File: src/rtl/game_pkg.sv
// Shared state encoding and default sizing for the flag-collecting game controller.
package game_pkg;
    typedef enum logic [2:0] {
        S_IDLE,
        S_PLAY,
        S_DYING,
        S_CLEAR,
        S_WIN,
        S_OVER
    } state_t;

    localparam int DEF_NUM_FLAGS    = 5;
    localparam int DEF_MAX_LIVES    = 3;
    localparam int DEF_NUM_LEVELS   = 3;
    localparam int DEF_PAUSE_FRAMES = 120;
endpackage

File: src/rtl/game_controller_if.sv
// Game I/O bundle: play-field events into the controller, status out to the sprite and colour logic.
interface game_controller_if #(
    parameter int NUM_FLAGS = game_pkg::DEF_NUM_FLAGS
);
    localparam int CNT_W = $clog2(NUM_FLAGS + 1);

    logic                 frame_tick;
    logic                 start;
    logic                 crash_on;
    logic [NUM_FLAGS-1:0] flagBurst;
    logic [NUM_FLAGS-1:0] flagDisplay;
    logic [CNT_W-1:0]     flagcount;
    logic [2:0]           livesCount;
    logic [1:0]           levelindex;
    logic                 flagreset;
    logic                 freeze;
    logic                 Winscreen;
    logic                 GameOver;

    modport slave (
        input  frame_tick, start, crash_on, flagBurst,
        output flagDisplay, flagcount, livesCount, levelindex,
        output flagreset, freeze, Winscreen, GameOver
    );

    modport master (
        output frame_tick, start, crash_on, flagBurst,
        input  flagDisplay, flagcount, livesCount, levelindex,
        input  flagreset, freeze, Winscreen, GameOver
    );
endinterface

File: src/rtl/game_controller_popcount.sv
// Combinational population count of a bit vector.
module popcount #(
    parameter int WIDTH = 5,
    parameter int CNT_W = $clog2(WIDTH + 1)
)(
    input  logic [WIDTH-1:0] i_bits,
    output logic [CNT_W-1:0] o_count
);
    always_comb begin
        o_count = '0;
        for (int i = 0; i < WIDTH; i++) begin
            o_count = o_count + CNT_W'(i_bits[i]);
        end
    end
endmodule

File: src/rtl/game_controller.sv
// Game flow controller: lives, levels, flag collection and the timed death/clear pauses.
module game_controller
    import game_pkg::*;
#(
    parameter int NUM_FLAGS    = DEF_NUM_FLAGS,
    parameter int MAX_LIVES    = DEF_MAX_LIVES,
    parameter int NUM_LEVELS   = DEF_NUM_LEVELS,
    parameter int PAUSE_FRAMES = DEF_PAUSE_FRAMES
)(
    input  logic             Clk,
    input  logic             Reset,
    game_controller_if.slave bus
);
    localparam int               CNT_W      = $clog2(NUM_FLAGS + 1);
    localparam logic [CNT_W-1:0] FULL_CNT   = CNT_W'(NUM_FLAGS);
    localparam logic [2:0]       LIVES_INIT = 3'(MAX_LIVES);
    localparam logic [1:0]       LAST_LEVEL = 2'(NUM_LEVELS - 1);
    localparam logic [7:0]       PAUSE_END  = 8'(PAUSE_FRAMES);

    state_t               r_state, w_state_nx;
    logic [NUM_FLAGS-1:0] r_flags, w_flags_nx, w_new;
    logic [CNT_W-1:0]     r_count, w_count_nx, w_new_cnt, w_count_add;
    logic [2:0]           r_lives, w_lives_nx;
    logic [1:0]           r_level, w_level_nx;
    logic [7:0]           r_pause, w_pause_nx, w_pause_inc;
    logic                 w_pause_end, w_flagreset_nx;
    logic                 r_flagreset, r_freeze, r_win, r_over;

    // Only flags still on screen can be collected; already-cleared bits are masked off.
    assign w_new = bus.flagBurst & r_flags;

    popcount #(.WIDTH(NUM_FLAGS), .CNT_W(CNT_W)) u_popcount (
        .i_bits  (w_new),
        .o_count (w_new_cnt)
    );

    assign w_count_add = r_count + w_new_cnt;
    assign w_pause_inc = r_pause + 8'd1;
    assign w_pause_end = bus.frame_tick && (w_pause_inc == PAUSE_END);

    always_ff @(posedge Clk) begin
        if (Reset) r_state <= S_IDLE;
        else       r_state <= w_state_nx;
    end

    always_comb begin
        w_state_nx     = r_state;
        w_flags_nx     = r_flags;
        w_count_nx     = r_count;
        w_lives_nx     = r_lives;
        w_level_nx     = r_level;
        w_pause_nx     = r_pause;
        w_flagreset_nx = 1'b0;
        case (r_state)
            S_IDLE: begin
                if (bus.start) begin
                    w_state_nx     = S_PLAY;
                    w_lives_nx     = LIVES_INIT;
                    w_level_nx     = 2'd0;
                    w_flags_nx     = '1;
                    w_count_nx     = '0;
                    w_flagreset_nx = 1'b1;
                end
            end
            S_PLAY: begin
                if (bus.crash_on) begin
                    w_state_nx = S_DYING;
                    w_lives_nx = (r_lives != 3'd0) ? r_lives - 3'd1 : 3'd0;
                    w_pause_nx = 8'd0;
                end else begin
                    w_flags_nx = r_flags & ~w_new;
                    w_count_nx = w_count_add;
                    if (w_count_add == FULL_CNT) begin
                        w_state_nx = S_CLEAR;
                        w_pause_nx = 8'd0;
                    end
                end
            end
            S_DYING: begin
                if (bus.frame_tick) w_pause_nx = w_pause_inc;
                if (w_pause_end) w_state_nx = (r_lives == 3'd0) ? S_OVER : S_PLAY;
            end
            S_CLEAR: begin
                if (bus.frame_tick) w_pause_nx = w_pause_inc;
                if (w_pause_end) begin
                    if (r_level >= LAST_LEVEL) begin
                        w_state_nx = S_WIN;
                    end else begin
                        w_state_nx     = S_PLAY;
                        w_level_nx     = r_level + 2'd1;
                        w_flags_nx     = '1;
                        w_count_nx     = '0;
                        w_flagreset_nx = 1'b1;
                    end
                end
            end
            S_WIN, S_OVER: begin
                if (bus.start) w_state_nx = S_IDLE;
            end
            default: w_state_nx = S_IDLE;
        endcase
    end

    // Status flags are derived from the next state so they line up with r_state.
    always_ff @(posedge Clk) begin
        if (Reset) begin
            r_flags     <= '1;
            r_count     <= '0;
            r_lives     <= LIVES_INIT;
            r_level     <= 2'd0;
            r_pause     <= 8'd0;
            r_flagreset <= 1'b0;
            r_freeze    <= 1'b1;
            r_win       <= 1'b0;
            r_over      <= 1'b0;
        end else begin
            r_flags     <= w_flags_nx;
            r_count     <= w_count_nx;
            r_lives     <= w_lives_nx;
            r_level     <= w_level_nx;
            r_pause     <= w_pause_nx;
            r_flagreset <= w_flagreset_nx;
            r_freeze    <= (w_state_nx != S_PLAY);
            r_win       <= (w_state_nx == S_WIN);
            r_over      <= (w_state_nx == S_OVER);
        end
    end

    assign bus.flagDisplay = r_flags;
    assign bus.flagcount   = r_count;
    assign bus.livesCount  = r_lives;
    assign bus.levelindex  = r_level;
    assign bus.flagreset   = r_flagreset;
    assign bus.freeze      = r_freeze;
    assign bus.Winscreen   = r_win;
    assign bus.GameOver    = r_over;
endmodule

File: src/flat_wrapper.sv
// flat-port wrapper written by rule: the top's interface ports become plain ports
module game_controller_flat import game_pkg::*;
#(
    parameter int NUM_FLAGS    = DEF_NUM_FLAGS,
    parameter int MAX_LIVES    = DEF_MAX_LIVES,
    parameter int NUM_LEVELS   = DEF_NUM_LEVELS,
    parameter int PAUSE_FRAMES = DEF_PAUSE_FRAMES
)
  (Clk, Reset, bus_frame_tick, bus_start, bus_crash_on, bus_flagBurst, bus_flagDisplay, bus_flagcount, bus_livesCount, bus_levelindex, bus_flagreset, bus_freeze, bus_Winscreen, bus_GameOver);
  game_controller_if #(.NUM_FLAGS(NUM_FLAGS)) bus_i ();
  input  logic Clk;
  input  logic Reset;
  input wire logic [$bits(bus_i.frame_tick)-1:0] bus_frame_tick;
  input wire logic [$bits(bus_i.start)-1:0] bus_start;
  input wire logic [$bits(bus_i.crash_on)-1:0] bus_crash_on;
  input wire logic [$bits(bus_i.flagBurst)-1:0] bus_flagBurst;
  output wire logic [$bits(bus_i.flagDisplay)-1:0] bus_flagDisplay;
  output wire logic [$bits(bus_i.flagcount)-1:0] bus_flagcount;
  output wire logic [$bits(bus_i.livesCount)-1:0] bus_livesCount;
  output wire logic [$bits(bus_i.levelindex)-1:0] bus_levelindex;
  output wire logic [$bits(bus_i.flagreset)-1:0] bus_flagreset;
  output wire logic [$bits(bus_i.freeze)-1:0] bus_freeze;
  output wire logic [$bits(bus_i.Winscreen)-1:0] bus_Winscreen;
  output wire logic [$bits(bus_i.GameOver)-1:0] bus_GameOver;
  assign bus_i.frame_tick = bus_frame_tick;
  assign bus_i.start = bus_start;
  assign bus_i.crash_on = bus_crash_on;
  assign bus_i.flagBurst = bus_flagBurst;
  assign bus_flagDisplay = bus_i.flagDisplay;
  assign bus_flagcount = bus_i.flagcount;
  assign bus_livesCount = bus_i.livesCount;
  assign bus_levelindex = bus_i.levelindex;
  assign bus_flagreset = bus_i.flagreset;
  assign bus_freeze = bus_i.freeze;
  assign bus_Winscreen = bus_i.Winscreen;
  assign bus_GameOver = bus_i.GameOver;
  game_controller #(.NUM_FLAGS(NUM_FLAGS), .MAX_LIVES(MAX_LIVES), .NUM_LEVELS(NUM_LEVELS), .PAUSE_FRAMES(PAUSE_FRAMES)) u_core (.Clk(Clk), .Reset(Reset), .bus(bus_i));
endmodule
File: config.mk
export PLATFORM = sky130hd
export DESIGN_NAME = game_controller_flat
export DESIGN_NICKNAME = d
export VERILOG_FILES = /design/src/rtl/game_pkg.sv /design/src/rtl/game_controller_if.sv /design/src/rtl/game_controller_popcount.sv /design/src/rtl/game_controller.sv /design/src/flat_wrapper.sv
export SDC_FILE = /design/constraint.sdc
export NUM_CORES = 1
export LEC_CHECK = 0
export ABC_CLOCK_PERIOD_IN_PS = 3400
export CORE_MARGIN = 2
export CORE_UTILIZATION = 47
export CTS_CLUSTER_DIAMETER = 120
export DETAILED_ROUTE_END_ITERATION = 16
export GPL_ROUTABILITY_DRIVEN = 1
export MAX_ROUTING_LAYER = met4
export PLACE_DENSITY = 0.82
export SKIP_LAST_GASP = 1
export SLEW_MARGIN = 10
export SYNTH_ARGS = -nofsm -noshare
export SYNTH_HDL_FRONTEND = slang
export SYNTH_HIERARCHICAL = 1
export SYNTH_SLANG_ARGS = --single-unit
File: constraint.sdc
create_clock -name Clk -period 3.4 [get_ports Clk]
set_input_delay 0.68 -clock Clk [delete_from_list [all_inputs] [get_ports Clk]]
set_output_delay 0.68 -clock Clk [all_outputs]
set_load 0.005 [all_outputs]
### Word level (Yosys, flattened, before mapping)

Cells that the tools add are included.

* register bits: 28
* output and inout bits: 17

* add/subtract/negate cells: 8
* $lt $le $gt $ge: 1
* equal/unequal tests: 17
* mux-type cells: 35
* bitwise operators: 3
* reduce and logical (&&, ||, !) cells: 14

Operators with widths (number)
* $mux 3: 15
* $mux 8: 3
* $mux 5: 4
* $pmux 8 s2: 1
* $eq 3x3->1 const B: 5
* $pmux 3 s5: 1
* $pmux 5 s3: 1
* $and 5x5->5: 2
* $pmux 3 s3: 1
* $add 8x1->8 const B: 1
* $eq 8x7->1 const B: 1
* $ne 2x2->1 const B: 4
* $add 3x1->3: 2
* $eq 3x2->1 const B: 2
* $logic_not 3->1: 2
* $mux 2: 3
* $pmux 3 s2: 1
* $reduce_and 3->1: 2
* $reduce_bool 2->1: 3
* $reduce_bool 3->1: 2
* $not 5->5: 1
* $reduce_and 5->1: 1
* $ne 2x1->1 const B: 2
* $pmux 2 s2: 1
* other kinds (14): 17

### Longest topological paths before layout

Gate-level depths: netlist of run 1.

* depth in word-level cells: 11
* gate-level depth with buffers: 13
* mapped depth without buffers: 13

### Hierarchy

The synthesis of run 1 kept the hierarchy.

By module, submodules not included
* game_controller: instances 1, cells an instance 177, area each 1442.6 um^2, sequential area each 560.5 um^2
* popcount: instances 1, cells an instance 8, area each 71.3 um^2, sequential area each 0.0 um^2

### Worst setup path before layout of run 1

Ideal clock, no wire load.

* path kind: input-to-reg
* start point: input bus_flagBurst[0]
* end point: register u_core.r_pause[7]
* setup time: 0.091 ns
* arrival: 3.576 ns
* path slack: -0.267 ns
* cell stages on the path: 13
* buffers on the path: 0
* cells stage by stage: and2_1 inv_1 fa_1 inv_1 fa_1 ha_1 fa_1 xnor2_1 and2_1 o211a_1 o21ai_0 a21oi_1 a311oi_1

* word-level cells in the longest chain between the ends: 9

RTL lines
* from (decl): RTL line flat_wrapper.sv:16 `input wire logic [$bits(bus_i.flagBurst)-1:0] bus_flagBurst;`
* $and 5x5->5: RTL line game_controller.sv:30 `assign w_new = bus.flagBurst & r_flags;`
* $add 1x1->2: RTL line game_controller_popcount.sv:12 `o_count = o_count + CNT_W'(i_bits[i]);`
* $add 2x1->3: RTL line game_controller_popcount.sv:12
* $add 3x1->3 (2 in series): RTL line game_controller_popcount.sv:12
* via u_core.w_new_cnt[1]: RTL line game_controller.sv:22 `logic [CNT_W-1:0] r_count, w_count_nx, w_new_cnt, w_count_add;`
* $add 3x3->3: RTL line game_controller.sv:37 `assign w_count_add = r_count + w_new_cnt;`
* $eq 3x3->1: RTL line game_controller.sv:73 `if (w_count_add == FULL_CNT) begin`
* $ne 3x2->1 (no source line)
* $reduce_and 3->1 (no source line)
* to (signal assigned): RTL line game_controller.sv:121 `r_pause <= w_pause_nx;`
* to (decl): RTL line game_controller.sv:25 `logic [7:0] r_pause, w_pause_nx, w_pause_inc;`

The timed path passes the listed nets, and every way through them passes these cells.
A chain may end at the register's enable or synchronous reset.

### Worst setup path in the final report of run 1

* start point: input bus_flagBurst[3]
* end point: register u_core.r_pause[6]

* word-level cells in the longest chain between the ends: 7

RTL lines
* $and 5x5->5: RTL line game_controller.sv:30
* via u_core.w_new[3]: RTL line game_controller.sv:21 `logic [NUM_FLAGS-1:0] r_flags, w_flags_nx, w_new;`
* $add 3x1->3 (2 in series): RTL line game_controller_popcount.sv:12
* via u_core.w_new_cnt[0]: RTL line game_controller.sv:22
* $add 3x3->3: RTL line game_controller.sv:37
* $eq 3x3->1: RTL line game_controller.sv:73
* $ne 3x2->1 (no source line)
* $reduce_and 3->1 (no source line)

The timed path passes the listed nets, and every way through them passes these cells.

==> results of run 1 <==
-- worst max-delay path, stage by stage --
cell	delay, ns
buf_6	0.07
and2_4	0.14
inv_4	0.03
fa_1	0.54
inv_2	0.04
fa_2	0.43
ha_4	0.17
fa_2	0.36
xnor2_2	0.14
and2_4	0.16
o211a_1	0.23
o21ai_2	0.23
a21oi_4	0.13
a311oi_2	0.28
-- metal layers --
metal	vias to the layer above	routed length, microns	global-route usage [%]
met5	-	0	-
met1	640	1530	25.5
met3	2	115	4.26
met2	26	1420	29.2
met4	0	21	3.42
li1	691	-	-
-- power breakdown --
part	internal [mW]	total [mW]	switching (mW)
sequential	0.341	0.354	0.0130
combinational	0.0901	0.176	0.0855
clock	0.119	0.220	0.100
total	0.551	0.749	0.199
-- layout by cell type (no fill, tap or decap), types with 2 or more instances in the layout --
| master | instances |
|---|---|
| a22oi_1 | 2 |
| and2_4 | 3 |
| a21oi_1 | 9 |
| a211oi_1 | 3 |
| clkdlybuf4s50_1 | 23 |
| nor2_1 | 18 |
| clkbuf_2 | 2 |
| ha_1 | 5 |
| nor3_1 | 5 |
| nor2b_1 | 3 |
| buf_4 | 4 |
| clkbuf_4 | 3 |
| or3_1 | 4 |
| nand2b_1 | 5 |
| ha_4 | 2 |
| fa_2 | 2 |
| o41a_1 | 2 |
| mux2i_1 | 2 |
| and2_1 | 5 |
| a31oi_1 | 3 |
| inv_1 | 13 |
| a311oi_1 | 2 |
| nand2_1 | 18 |
| dfxtp_1 | 27 |
| o21ai_0 | 10 |
| and3_1 | 2 |
| xor2_1 | 3 |
| nand3_1 | 5 |
| a311oi_2 | 2 |
| inv_2 | 2 |
-- cell usage after synthesis, types with 2 or more instances --
cell type / count
and2_1: 8
and3_1: 2
ha_1: 7
nand2_1: 18
or3_1: 4
fa_1: 3
xnor2_1: 2
a22oi_1: 2
o21ai_0: 11
a311oi_1: 4
nand3_1: 5
mux2i_1: 2
a31oi_1: 3
clkbuf_1: 6
nor2_1: 18
o41a_1: 2
xor2_1: 3
a211oi_1: 3
nor2b_1: 3
a21oi_1: 10
nand2b_1: 5
inv_1: 16
dfxtp_1: 28
nor3_1: 5
-- worst paths after layout --
kind / startpoint / to / slack [ns] / cells past startpoint
worst max-delay path: bus_flagBurst[3] / u_core/r_pause[6] / 0.02 / 14
worst max register to register: u_core/bus.flagDisplay[3] / u_core/r_pause[6] / 0.05 / 13
worst min register to register: u_core/bus.flagDisplay[1] / u_core/bus.flagDisplay[1] / 0.48 / 2
worst min-delay path: u_core/bus.flagDisplay[1] / u_core/bus.flagDisplay[1] / 0.48 / 2
-- sequential cells by signal, summed over array words and instances (netlist names) --
name                    flops
u_core/bus.levelindex       2
u_core/bus.flagreset        1
u_core/bus.flagDisplay      5
u_core/r_pause              8
u_core/bus.freeze           1
u_core/r_state              3
u_core/bus.livesCount       3
u_core/bus.flagcount        3
u_core/bus.Winscreen        1
u_core/bus.GameOver         1
-- stage by stage --
step / total power, mW / util, % / cells / instance area, sq um
5_1_grt: 0.792 / 64.1 / 256 / 1960
3_3_place_gp: 0.519 / 61.0 / 251 / 1860
4_1_cts: 0.753 / 63.2 / 255 / 1930
3_5_place_dp: 0.521 / 61.0 / 251 / 1860
2_1_floorplan: 0.460 / - / 185 / 1550
6_report: 0.749 / 64.1 / 256 / 1960
-- repair_timing --
action,CTS,global route
pin swaps,14,13
endpoints found under the setup margin,10,9
gates resized for setup,12,11
setup buffers,0,1
hold buffers,0,0
-- area by class of cell --
type / count / share of cell area (%)
timing repair buffer: 30 / 14.4
multi-input combinational: 134 / 48.2
clock buffer: 3 / 1.15
clock inverter: 1 / 1.54
tap: 44 / 2.82
inverter: 16 / 3.20
sequential: 28 / 28.7
-- logic make-up (layout without fill, tap and decap cells) --
kind of cell | count (synthesis) | count (layout) | share of synthesized area [%]
AOI/OAI and AO/OA | 42 | 42 | 18.3
xor gates and xnor gates | 5 | 5 | 2.89
adders and majority gates | 10 | 10 | 9.75
buffers and inverters | 23 | 50 | 5.78
DFF | 28 | 28 | 37.0
muxes | 3 | 3 | 2.07
and+or+nand+nor | 74 | 74 | 24.2
==> run summary, run 1 <==
## Route
• total iterations of the first detailed-routing run: 4
• count of routing violations after the opening detailed-route iteration: 95
• count of vias placed by the detailed router: 1359
• remaining antenna violation count after routing: 0
• Via-to-Cell Ratio: 5.31
• Avg WL per Cell: 12.1 microns
• Routed WL: 3090 microns
• Post-route DRC: 0

## Job
• MaxCap Viol Count: 0

## Timing
• setup repair after global routing missed its margin: yes
• transition at the pin with the smallest max-transition slack: 0.477 ns
• Worst Skew: 0.0194 ns
• Final Hold Fails: 0
• fin worst setup slack: 0.0210 ns
• total of endpoints with negative setup slack in the final report: 0
• worst-case hold slack: 0.484 ns
• summed negative setup slack over all endpoints: 0 ns
• final cycle utilization of the critical path: 99.4%
• minimum clock period: 3.38 ns
• fmax: 296 MHz
• worst relative slew slack: 67.9%
• Slew Viols, Final: 0

## Floorplan
• Die Y-Extent: 60.8 microns
• die area: 3690 sq um
• number of I/O pins: 27
• area of the core: 3050 sq um
• floorplan row count: 20
• die width: 60.8 microns
• starting density of the core: 49.6%

## Synthesis
• top cells by area, synth: dfxtp_1, ha_1, nand2_1
• post-synthesis async set-or-reset flop share: 0%
• top-area cell type share of the netlist area: 37.0%
• number of enable-type register cells in the synthesized netlist: 0
• register area share after synthesis: 37.0%
• number of storage elements in the synthesis netlist: 28
• library cells used by synthesis: 39
• synthesized netlist cell count: 185
• total nets after synthesis: 205
• ys flop type: dfxtp_1
• area of the mapped netlist: 1510 sq um
• most area-hungry cell type in the Yosys netlist: dfxtp_1
• Mapped Avg Cell Area: 8.18 sq um
• YS warnings: 6

## Worst setup path
• classification of the worst setup path: in -> reg
• Worst Setup End Kind: flip-flop
• signal arrival time at the worst endpoint: 3.64 ns
• Critical Path RT: 3.67 ns
• critical-path maximum fanout: 7
• critical path launch point type: input pin

## Global routing
• maximum number of pins on one net before global-route repair: 17
• total congestion overflow after global routing: 0
• vias in the first global route: 1189
• initial antenna violation count: 0
• first-pass GRT wire length: 5220 microns
• total global routing track utilization: 18.8%

## Layout
• # diodes: 0
• Final Net Count: 233
• total of fill cells in the finished design: 273
• area taken by multi-input logic gates: 942 sq um
• layout overhead on the synthesized area: 29.2%
• fraction of layout instances using a drive strength above 1: 15.1%
• sequential cell area in the final layout: 562 sq um

## Clock tree
• TritonCTS Sinks: 28
• clock slew seen by the registers of the worst setup and hold paths: 0.16 ns
• H-tree levels: 1
• maximum root-to-sink buffer count: 2
• Root Buffer: clkbuf_4
• Worst-Skew Late Latency: 0.34 ns
• TritonCTS buffer count: 3
• clock tree from TritonCTS: yes

## Placement
• worst setup slack after placement: -0.701 ns
• weighted congestion reported at the end of routability-driven placement: 0.805
• number of buffer cells added on primary ports: 26
• half-perimeter wire length after placement: 2230 microns

## Run status
• run status: finished, final reports clean

## Power and ir drop
• total power divided by cell area: 383 nW/um^2
• total leakage power: 0.738 nW
• worst vdd ir: 387 uV

## Worst hold path
• Hold WC Path Type: reg -> reg

No activity file was read; power rests on OpenSTA's default activity.
==> run 2, diff against run 1 <==
--- a/config.mk
+++ b/config.mk
@@ -14,7 +14,6 @@
 export MAX_ROUTING_LAYER = met4
 export PLACE_DENSITY = 0.82
 export SKIP_LAST_GASP = 1
-export SLEW_MARGIN = 10
 export SYNTH_ARGS = -nofsm -noshare
 export SYNTH_HDL_FRONTEND = slang
 export SYNTH_HIERARCHICAL = 1
==> results of run 2 <==
Final layout, timing and power as in run 1 (identical DEF).
